<file path="config.mk">
export PLATFORM = sky130hd
export DESIGN_NAME = hazard_ctrl
export DESIGN_NICKNAME = d
export VERILOG_FILES = /design/src/rtl/pipe_ctrl_pkg.sv /design/src/rtl/hazard_detect.sv /design/src/rtl/hazard_ctrl.sv
export SDC_FILE = /design/constraint.sdc
export NUM_CORES = 1
export LEC_CHECK = 0
export CAP_MARGIN = 20
export CORE_ASPECT_RATIO = 1.4
export CORE_MARGIN = 2
export CORE_UTILIZATION = 35
export CTS_CLUSTER_DIAMETER = 80
export DETAILED_ROUTE_END_ITERATION = 16
export PLACE_DENSITY = 0.6
export SKIP_LAST_GASP = 1
export SLEW_MARGIN = 25
export SYNTH_ARGS = -nofsm -noshare
export SYNTH_HDL_FRONTEND = slang
export SYNTH_SLANG_ARGS = --single-unit
</file>
<file path="constraint.sdc">
create_clock -name clk -period 3 [get_ports clk]
set_input_delay 0.3 -clock clk [delete_from_list [all_inputs] [get_ports clk]]
set_output_delay 0.3 -clock clk [all_outputs]
set_load 0.01 [all_outputs]
</file>
<file path="src/rtl/pipe_ctrl_pkg.sv">
// Shared pipeline-control types and constants.
// Imported by the hazard unit and its load-use detector.
package pipe_ctrl_pkg;

  localparam int REG_W = 5;

  localparam logic [31:0] NOP_INST = 32'h0000_0013;

  typedef enum logic [1:0] {
    RUN      = 2'd0,
    MEM_WAIT = 2'd1,
    FLUSH    = 2'd2
  } state_e;

  // Saturating +1 for the 32-bit performance counters.
  function automatic logic [31:0] sat_inc(
    input logic [31:0] v,
    input logic        en
  );
    return (en && v != 32'hFFFF_FFFF) ? v + 32'd1 : v;
  endfunction

endpackage

</file>
<file path="src/rtl/hazard_detect.sv">
// Load-use hazard compare between the load in EX
// and the source registers of the instruction in ID.
module hazard_detect
  import pipe_ctrl_pkg::*;
(
  input  logic [REG_W-1:0] id_rs1_i,
  input  logic [REG_W-1:0] id_rs2_i,
  input  logic [REG_W-1:0] ex_rd_i,
  input  logic             ex_mem_read_i,
  output logic             lu_hit_o
);

  // x0 is never a real dependency, so it never stalls.
  always_comb begin
    lu_hit_o = ex_mem_read_i
            && (ex_rd_i != '0)
            && ((ex_rd_i == id_rs1_i)
             || (ex_rd_i == id_rs2_i));
  end

endmodule

</file>
<file path="src/rtl/hazard_ctrl.sv">
// Pipeline hazard controller: load-use stall, branch flush,
// data-memory freeze with timeout, and perf counters.
module hazard_ctrl
  import pipe_ctrl_pkg::*;
#(
  parameter int WAIT_TIMEOUT = 16,
  parameter int BR_PENALTY   = 1
)
(
  input  logic             clk,
  input  logic             rst_n,
  input  logic [REG_W-1:0] id_rs1,
  input  logic [REG_W-1:0] id_rs2,
  input  logic [REG_W-1:0] ex_rd,
  input  logic             ex_mem_read,
  input  logic             ex_redirect,
  input  logic             mem_req,
  input  logic             mem_ready,
  output logic             pc_stall,
  output logic             if_id_stall,
  output logic             id_ex_stall,
  output logic             ex_mem_stall,
  output logic             if_id_flush,
  output logic             id_ex_flush,
  output logic             mem_timeout,
  output logic [31:0]      stall_cnt,
  output logic [31:0]      flush_cnt
);

  localparam int WW = $clog2(WAIT_TIMEOUT + 1);
  localparam logic [WW-1:0] WT = WW'(WAIT_TIMEOUT);
  localparam logic [1:0]    BP = 2'(BR_PENALTY);

  state_e        state_q, state_d;
  logic          pend_q, pend_d;
  logic [WW-1:0] wait_q, wait_d;
  logic [1:0]    pen_q, pen_d;
  logic          tmo_q, tmo_d;
  logic [31:0]   scnt_q, scnt_d;
  logic [31:0]   fcnt_q, fcnt_d;

  logic lu_hit;
  logic in_wait;
  logic frz_entry;
  logic hold;
  logic tmo_hit;
  logic freeze;
  logic redir;

  hazard_detect u_det (
    .id_rs1_i      (id_rs1),
    .id_rs2_i      (id_rs2),
    .ex_rd_i       (ex_rd),
    .ex_mem_read_i (ex_mem_read),
    .lu_hit_o      (lu_hit)
  );

  // Freeze and redirect qualifiers shared by both comb processes.
  always_comb begin
    in_wait   = (state_q == MEM_WAIT);
    frz_entry = !in_wait && mem_req && !mem_ready;
    hold      = in_wait && !mem_ready && (wait_q != WT);
    tmo_hit   = in_wait && !mem_ready && (wait_q == WT);
    freeze    = frz_entry || hold;
    redir     = ex_redirect || (in_wait && pend_q);
  end

  // State and counter registers.
  always_ff @(posedge clk or negedge rst_n) begin
    if (!rst_n) begin
      state_q <= RUN;
      pend_q  <= 1'b0;
      wait_q  <= '0;
      pen_q   <= '0;
      tmo_q   <= 1'b0;
      scnt_q  <= '0;
      fcnt_q  <= '0;
    end else begin
      state_q <= state_d;
      pend_q  <= pend_d;
      wait_q  <= wait_d;
      pen_q   <= pen_d;
      tmo_q   <= tmo_d;
      scnt_q  <= scnt_d;
      fcnt_q  <= fcnt_d;
    end
  end

  // Next state: freeze first, then redirect, then flush countdown.
  always_comb begin
    state_d = state_q;
    pend_d  = pend_q;
    wait_d  = wait_q;
    pen_d   = pen_q;
    tmo_d   = tmo_q | tmo_hit;
    scnt_d  = sat_inc(scnt_q, pc_stall);
    fcnt_d  = sat_inc(fcnt_q, if_id_flush);
    if (freeze) begin
      // A redirect seen while frozen waits for the exit cycle.
      state_d = MEM_WAIT;
      pend_d  = (in_wait && pend_q) || ex_redirect;
      wait_d  = in_wait ? wait_q + 1'b1 : '0;
      pen_d   = '0;
    end else if (redir) begin
      state_d = (BR_PENALTY > 0) ? FLUSH : RUN;
      pend_d  = 1'b0;
      wait_d  = '0;
      pen_d   = BP;
    end else begin
      pend_d = 1'b0;
      wait_d = '0;
      if (state_q == FLUSH && pen_q > 2'd1) begin
        state_d = FLUSH;
        pen_d   = pen_q - 2'd1;
      end else begin
        state_d = RUN;
        pen_d   = '0;
      end
    end
  end

  // Outputs: a stage is never stalled and flushed together.
  always_comb begin
    pc_stall     = 1'b0;
    if_id_stall  = 1'b0;
    id_ex_stall  = 1'b0;
    ex_mem_stall = 1'b0;
    if_id_flush  = 1'b0;
    id_ex_flush  = 1'b0;
    if (rst_n) begin
      priority case (1'b1)
        freeze: begin
          pc_stall     = 1'b1;
          if_id_stall  = 1'b1;
          id_ex_stall  = 1'b1;
          ex_mem_stall = 1'b1;
        end
        redir: begin
          if_id_flush = 1'b1;
          id_ex_flush = 1'b1;
        end
        (state_q == FLUSH): begin
          if_id_flush = 1'b1;
        end
        lu_hit: begin
          pc_stall    = 1'b1;
          if_id_stall = 1'b1;
          id_ex_flush = 1'b1;
        end
        default: ;
      endcase
    end
  end

  assign mem_timeout = tmo_q;
  assign stall_cnt   = scnt_q;
  assign flush_cnt   = fcnt_q;

endmodule

</file>
==> results.tsv, run 1 <==
stage	metric	value	unit
cells_and_area	share of layout cells above drive strength 1	0.07830	
power_and_ir_drop	clock network fraction of total power	0.405	
floorplan	# IOs	92	
cells_and_area	Design Area, Final	0.005056	mm2
logic_synthesis	Post-synth EDFFs	0	
hold_path	hold crit path type	input port to async pin	
logic_synthesis	Post-synth ARST share	1.000	
detailed_routing	DR DRC count	0	
detailed_routing	total vias in the final route	2829	
floorplan	Die Span X	90.32	um
clocking	CTS Sinks	75	
power_and_ir_drop	sequential share of power	0.434	
detailed_routing	Metal-1 WL	3431	um
clocking	Clk Latency, worst-skew pair	330	ps
job	number of max-cap violations	0	
clocking	H-tree depth	3	
power_and_ir_drop	net switching power	0.0006928	W
clocking	Clk pin slew, worst setup/hold paths	60	ps
setup_path	startpoint types	input port	
setup_path	worst r2r src	flush_cnt[8]$_DFFE_PN0P_	
setup_path	Crit path depth	6	
global_route	pin count of the biggest net entering global routing	38	
setup_path	crit end category	output port	
setup_path	Worst Reg-to-Reg Cells	7	
cells_and_area	Seq. cell area	0.001877	mm2
logic_synthesis	Synth Warn #	0	
power_and_ir_drop	VDD IR max	0.3342	mV
floorplan	Initial Util	0.3546	
power_and_ir_drop	Leak	2.131	nW
sta	Slew Limit Fails	0	
setup_path	Worst R2R End	flush_cnt[16]$_DFFE_PN0P_	
sta	final hold vios	0	
power_and_ir_drop	combinational fraction of design power	0.161	
detailed_routing	top sig layer	met4	
detailed_routing	Routed WL per cell	13.58	um
run_status	outcome	completed	
logic_synthesis	synthesized instance count	341	
global_route	first-pass GRT wire length	13430	um
cells_and_area	# nets final	468	
sta	setup_tns	0	ps
global_route	vias in the first global route	2855	
setup_path	crit path cell chain	clkdlybuf4s50_1 > or4_1 > o21ai_0 > o21ai_0 > and3_1 > clkdlybuf4s50_1	
setup_path	Crit-path slowest cell	or4_1	
sta	maximum clock rate	0.3638	GHz
detailed_routing	DRT Pass-1 Iters	4	
logic_synthesis	Avg Synthesized Cell Area	10.71	um2
global_route	Overflow after GRT	0	
sta	relative slew slack	0.6100	
detailed_routing	DRT Wirelength	7946	um
place	Final HPWL DP	6046	um
setup_path	Crit path required time	2700	ps
global_route	Tot GR Track Use	0.1476	
setup_path	Top delay family on crit path	buffers and inverters	
logic_synthesis	Yosys cell types	42	
global_route	initial antenna violation count	0	
sta	minimum clock period	2749	ps
sta	period utilization	0.9164	
detailed_routing	post-DR vias/cell	4.836	
detailed_routing	Final ANT Viol Nets	0	
setup_path	slowest stage delay, CP	550	ps
logic_synthesis	synthesized net count	367	
detailed_routing	DR iter-0 viols	59	
sta	Setup Viol. Count Final	0	
cells_and_area	commonest non-fill, non-tap cell in the layout	clkdlybuf4s50_1	
cells_and_area	commonest cells after routing, fill and taps aside	clkdlybuf4s50_1, dfrtp_1, xnor2_1, nand2_1, nor2_1	
sta	RSZ-0062 raised after global routing	no	
setup_path	r2r setup slk	490	ps
clocking	CTS Buffer Depth	2	
sta	Slew @ Worst Pin	576.9	ps
power_and_ir_drop	total power	0.002739	W
place	number of port buffers	91	
logic_synthesis	sequential share of the synthesized area	0.5141	
place	Final GP Congestion	0.7468	
setup_path	crit path DAT	2450	ps
sta	Max Clock Skew	4.161	ps
floorplan	Die Ht	124.8	um
logic_synthesis	synthesized area	0.003651	mm2
floorplan	Die Area	0.01128	mm2
clocking	post_cts resized	0	
power_and_ir_drop	Pint	0.002046	W
cells_and_area	# diodes	0	
logic_synthesis	synthesized flop and latch total	75	
setup_path	CP Max Fanout	3	
power_and_ir_drop	Sw Share	0.2530	
setup_path	Setup CP Type	input port to output port	
clocking	Root Driver	clkbuf_16	
clocking	CTS tree	built	
cells_and_area	Area growth, synth to finish	38.49	%
floorplan	row count	44	
logic_synthesis	top_reg_cell synth	dfrtp_1	
clocking	CTS Buf Count	9	
floorplan	Core Region	0.01029	mm2
setup_path	CP Buf/Inv Count	2	
detailed_routing	Detail Route met2 WL	4060	um
power_and_ir_drop	Pwr per Cell Area	541.7	mW/mm2
place	dpl cell area	0.004732	mm2
cells_and_area	Fillers	985	
cells_and_area	multi-input logic area	0.001692	mm2
detailed_routing	DR WL met3	327	um
-- worst max path at each step --
| stage | slack (ps) | startpoint | to |
|---|---|---|---|
| final | 250 | ex_rd[0] | id_ex_flush |
| after global routing | 100 | ex_rd[0] | id_ex_flush |
| after CTS | 230 | ex_rd[0] | id_ex_flush |
| after detailed placement | 230 | ex_rd[0] | id_ex_flush |
| after global placement | 260 | ex_rd[0] | id_ex_flush |
| after floorplan | 790 | state_q[0]$_DFF_PN0_ | stall_cnt[16]$_DFFE_PN0P_ |
-- metrics by stage --
step                hold WS, ps  utilization  setup slack [ps]  std cells
floorplan                 4.409            -             792.5        341
global placement          175.3       0.4597             259.0        568
detailed placement        176.9       0.4597             233.8        568
CTS                       371.0       0.4911             227.1        585
global route              403.4       0.4911             100.5        585
finish                    375.8       0.4911             250.9        585
-- logic make-up after synthesis --
kind of cell             after synthesis  share of synthesized area
flip-flops                            75                     0.5141
AND/OR/NAND/NOR                      149                     0.2180
buffers and inverters                 19                    0.02262
XOR/XNOR                              74                     0.1775
adder cells (fa/ha/maj)                5                    0.01714
AO/OA/AOI/OAI                         17                    0.04455
multiplexers                           2                   0.006168
-- registers in the layout (all words and copies together) (netlist names) --
signal,flops
pen_q,2
pend_q,1
stall_cnt,32
wait_q,5
mem_timeout,1
state_q,2
flush_cnt,32
-- Yosys cell counts (all sizes together) (2+ instances only) --
master / n / area [um2]
nor2: 28 / 105.1
inv: 12 / 45.04
nand2: 29 / 108.9
nor4: 2 / 12.51
and2: 5 / 31.28
mux2: 2 / 22.52
nor3: 7 / 40.04
xor2: 26 / 227.7
o21ai: 2 / 10.01
and3: 10 / 62.56
xnor2: 48 / 420.4
dfrtp: 75 / 1877
a21oi: 4 / 31.28
or4: 2 / 15.01
ha: 5 / 62.56
nand4: 25 / 171.4
and4: 6 / 52.55
clkbuf: 2 / 7.510
nand3: 27 / 135.1
buf: 5 / 30.02
nor2b: 2 / 12.51
-- what timing repair did --
item / in CTS / in global routing
endpoints found under the hold margin: 9 / 0
hold buffers: 1 / 0
setup buffers: 0 / 0
-- layer usage --
metal / GRT usage / up-vias
met5: 0 / -
met4: 0.05882 / 0
met2: 0.2548 / 65
met1: 0.1738 / 1378
met3: 0.03932 / 10
li1: - / 1376
-- power by group through the flow --
stage / Sequential [W] / Combinational (W) / Clock, W
final: 0.00119 / 0.000442 / 0.00111
after global routing: 0.00120 / 0.000480 / 0.00118
after CTS: 0.00119 / 0.000453 / 0.00114
after detailed placement: 0.00121 / 0.000450 / 0
after global placement: 0.00120 / 0.000443 / 0
after floorplan: 0.00122 / 0.000161 / 0
-- area by class of cell --
type | instances | area share
timing repair buffer | 97 | 0.1891
tap | 138 | 0.03415
clock inverter | 4 | 0.009404
sequential | 75 | 0.3712
inverter | 12 | 0.008909
clock buffer | 12 | 0.05271
multi-input combinational | 247 | 0.3346
Note: power is estimated with default switching activity, not from simulation.
==> run 2, diff against run 1 <==
RECOVER_POWER = 50   (was default)
==> results.tsv, run 2 (synthesized netlist as in run 1, its figures left out) <==
stage	metric	value	unit
setup_path	worst r2r src	state_q[1]$_DFF_PN0_	
floorplan	Die Ht	124.8	um
sta	PnR worst setup slack	250.9	ps
global_route	first-pass GRT wire length	13430	um
place	number of port buffers	91	
clocking	CTS Sinks	75	
power_and_ir_drop	clock network fraction of total power	0.407	
clocking	Post-CTS Setup Inserts	0	
setup_path	Worst R2R End	flush_cnt[29]$_DFFE_PN0P_	
setup_path	Crit path required time	2700	ps
cells_and_area	Fillers	990	
sta	Setup Viol. Count Final	0	
detailed_routing	DR DRC count	0	
clocking	CTS Buffer Depth	2	
global_route	pin count of the biggest net entering global routing	38	
sta	Slew @ Worst Pin	1558	ps
power_and_ir_drop	VDD IR max	0.3342	mV
place	placed cells	568	
power_and_ir_drop	net switching power	0.0006909	W
sta	final hold slack	378.1	ps
sta	RSZ-0062 raised after global routing	no	
clocking	H-tree depth	3	
detailed_routing	Routed WL per cell	13.58	um
floorplan	# IOs	92	
detailed_routing	Final ANT Viol Nets	0	
global_route	Overflow after GRT	0	
sta	final hold vios	0	
hold_path	hold crit path type	input port to async pin	
setup_path	crit end category	output port	
cells_and_area	# nets final	468	
job	number of max-cap violations	1	
power_and_ir_drop	Leak	2.199	nW
detailed_routing	post-DR vias/cell	4.822	
sta	minimum clock period	2749	ps
detailed_routing	DRT Wirelength	7943	um
power_and_ir_drop	Sw Share	0.2535	
sta	setup_tns	0	ps
global_route	initial antenna violation count	0	
sta	maximum clock rate	0.3638	GHz
place	Final HPWL DP	6046	um
floorplan	Core Region	0.01029	mm2
cells_and_area	share of layout cells above drive strength 1	0.07159	
clocking	CTS Buf Count	9	
place	Final GP Congestion	0.7468	
floorplan	Die Area	0.01128	mm2
cells_and_area	Area growth, synth to finish	37.83	%
global_route	vias in the first global route	2855	
sta	Slew Limit Fails	30	
cells_and_area	commonest non-fill, non-tap cell in the layout	dfrtp_1	
cells_and_area	# diodes	0	
clocking	Root Driver	clkbuf_16	
detailed_routing	DRT Pass-1 Iters	4	
global_route	Tot GR Track Use	0.1476	
setup_path	Setup CP Type	input port to output port	
sta	period utilization	0.9164	
floorplan	row count	44	
sta	relative slew slack	-0.03894	
place	DP Worst Slack	233.8	ps
setup_path	CP Max Fanout	3	
setup_path	crit path DAT	2450	ps
setup_path	startpoint types	input port	
power_and_ir_drop	sequential share of power	0.435	
detailed_routing	DR iter-0 viols	51	
cells_and_area	commonest cells after routing, fill and taps aside	dfrtp_1, clkdlybuf4s50_1, xnor2_1, nand2_1, nor2_1	
clocking	Clk Latency, worst-skew pair	330	ps
power_and_ir_drop	total power	0.002725	W
floorplan	Die Span X	90.32	um
run_status	outcome	complete, but fails checks	
setup_path	Worst Reg-to-Reg Cells	7	
clocking	CTS tree	built	
floorplan	Initial Util	0.3546	
clocking	Clk pin slew, worst setup/hold paths	60	ps
sta	Max Clock Skew	4.516	ps
cells_and_area	Final Non-Filler Cells	585	
run_status	failing checks	max-capacitance violations, max-slew violations	
power_and_ir_drop	combinational fraction of design power	0.158	
power_and_ir_drop	Pint	0.002035	W
detailed_routing	total vias in the final route	2821	
power_and_ir_drop	Pwr per Cell Area	541.6	mW/mm2
setup_path	r2r setup slk	490	ps
[run 2: cell count changes in the layout (fill, tap and decap cells not counted), sizes merged]
cell           change
dlygate4sd3       +24
clkbuf             +2
clkdlybuf4s50     -24
buf                -2
[run 2: worst max-delay path: stages]
cell	delay (ps)
clkdlybuf4s50_1	470
or4_1	550
o21ai_0	290
o21ai_0	150
and3_1	200
clkdlybuf4s50_1	480
[run 2: cell type report]
type | count | area (um2) | area share
Inverter | 12 | 45.04 | 0.008951
Multi-Input combinational cell | 247 | 1674 | 0.3327
Timing Repair Buffer | 97 | 949.7 | 0.1887
Clock inverter | 4 | 47.55 | 0.009448
Tap cell | 138 | 172.7 | 0.03431
Sequential cell | 75 | 1877 | 0.3729
Clock buffer | 12 | 266.5 | 0.05296
[run 2: worst max-delay path by stage]
stage | from | end | slack, ps
2_1_floorplan | state_q[0]$_DFF_PN0_ | stall_cnt[16]$_DFFE_PN0P_ | 790
3_3_place_gp | ex_rd[0] | id_ex_flush | 260
3_5_place_dp | ex_rd[0] | id_ex_flush | 230
4_1_cts | ex_rd[0] | id_ex_flush | 230
5_1_grt | ex_rd[0] | id_ex_flush | 100
6_report | ex_rd[0] | id_ex_flush | 250
[run 2: repair_timing]
item / CTS / global route
hold buffers: 1 / 0
endpoints found under the hold margin: 9 / 0
resized for setup: 0 / 0
[run 2: per-stage QoR]
| stage | utilization | instance area, um2 |
|---|---|---|
| after global placement | 0.4597 | 4732 |
| final | 0.4888 | 5032 |
| after global routing | 0.4888 | 5032 |
| after CTS | 0.4911 | 5056 |
| after detailed placement | 0.4597 | 4732 |
| after floorplan | - | 3651 |
[run 2: power by group through the flow]
stage                     Sequential, W  Combinational, W  Clock [W]
after global routing            0.00120          0.000468    0.00118
after CTS                       0.00119          0.000453    0.00114
after detailed placement        0.00121          0.000450          0
after floorplan                 0.00122          0.000161          0
final                           0.00119          0.000430    0.00111
after global placement          0.00120          0.000443          0
[run 2: per-layer routing]
metal / part of all wire / routed length, um / track usage
met5: 0 / 0 / 0
met3: 0.041 / 326 / 0.03932
met4: 0.016 / 127 / 0.05882
met1: 0.43 / 3443 / 0.1738
met2: 0.51 / 4046 / 0.2548
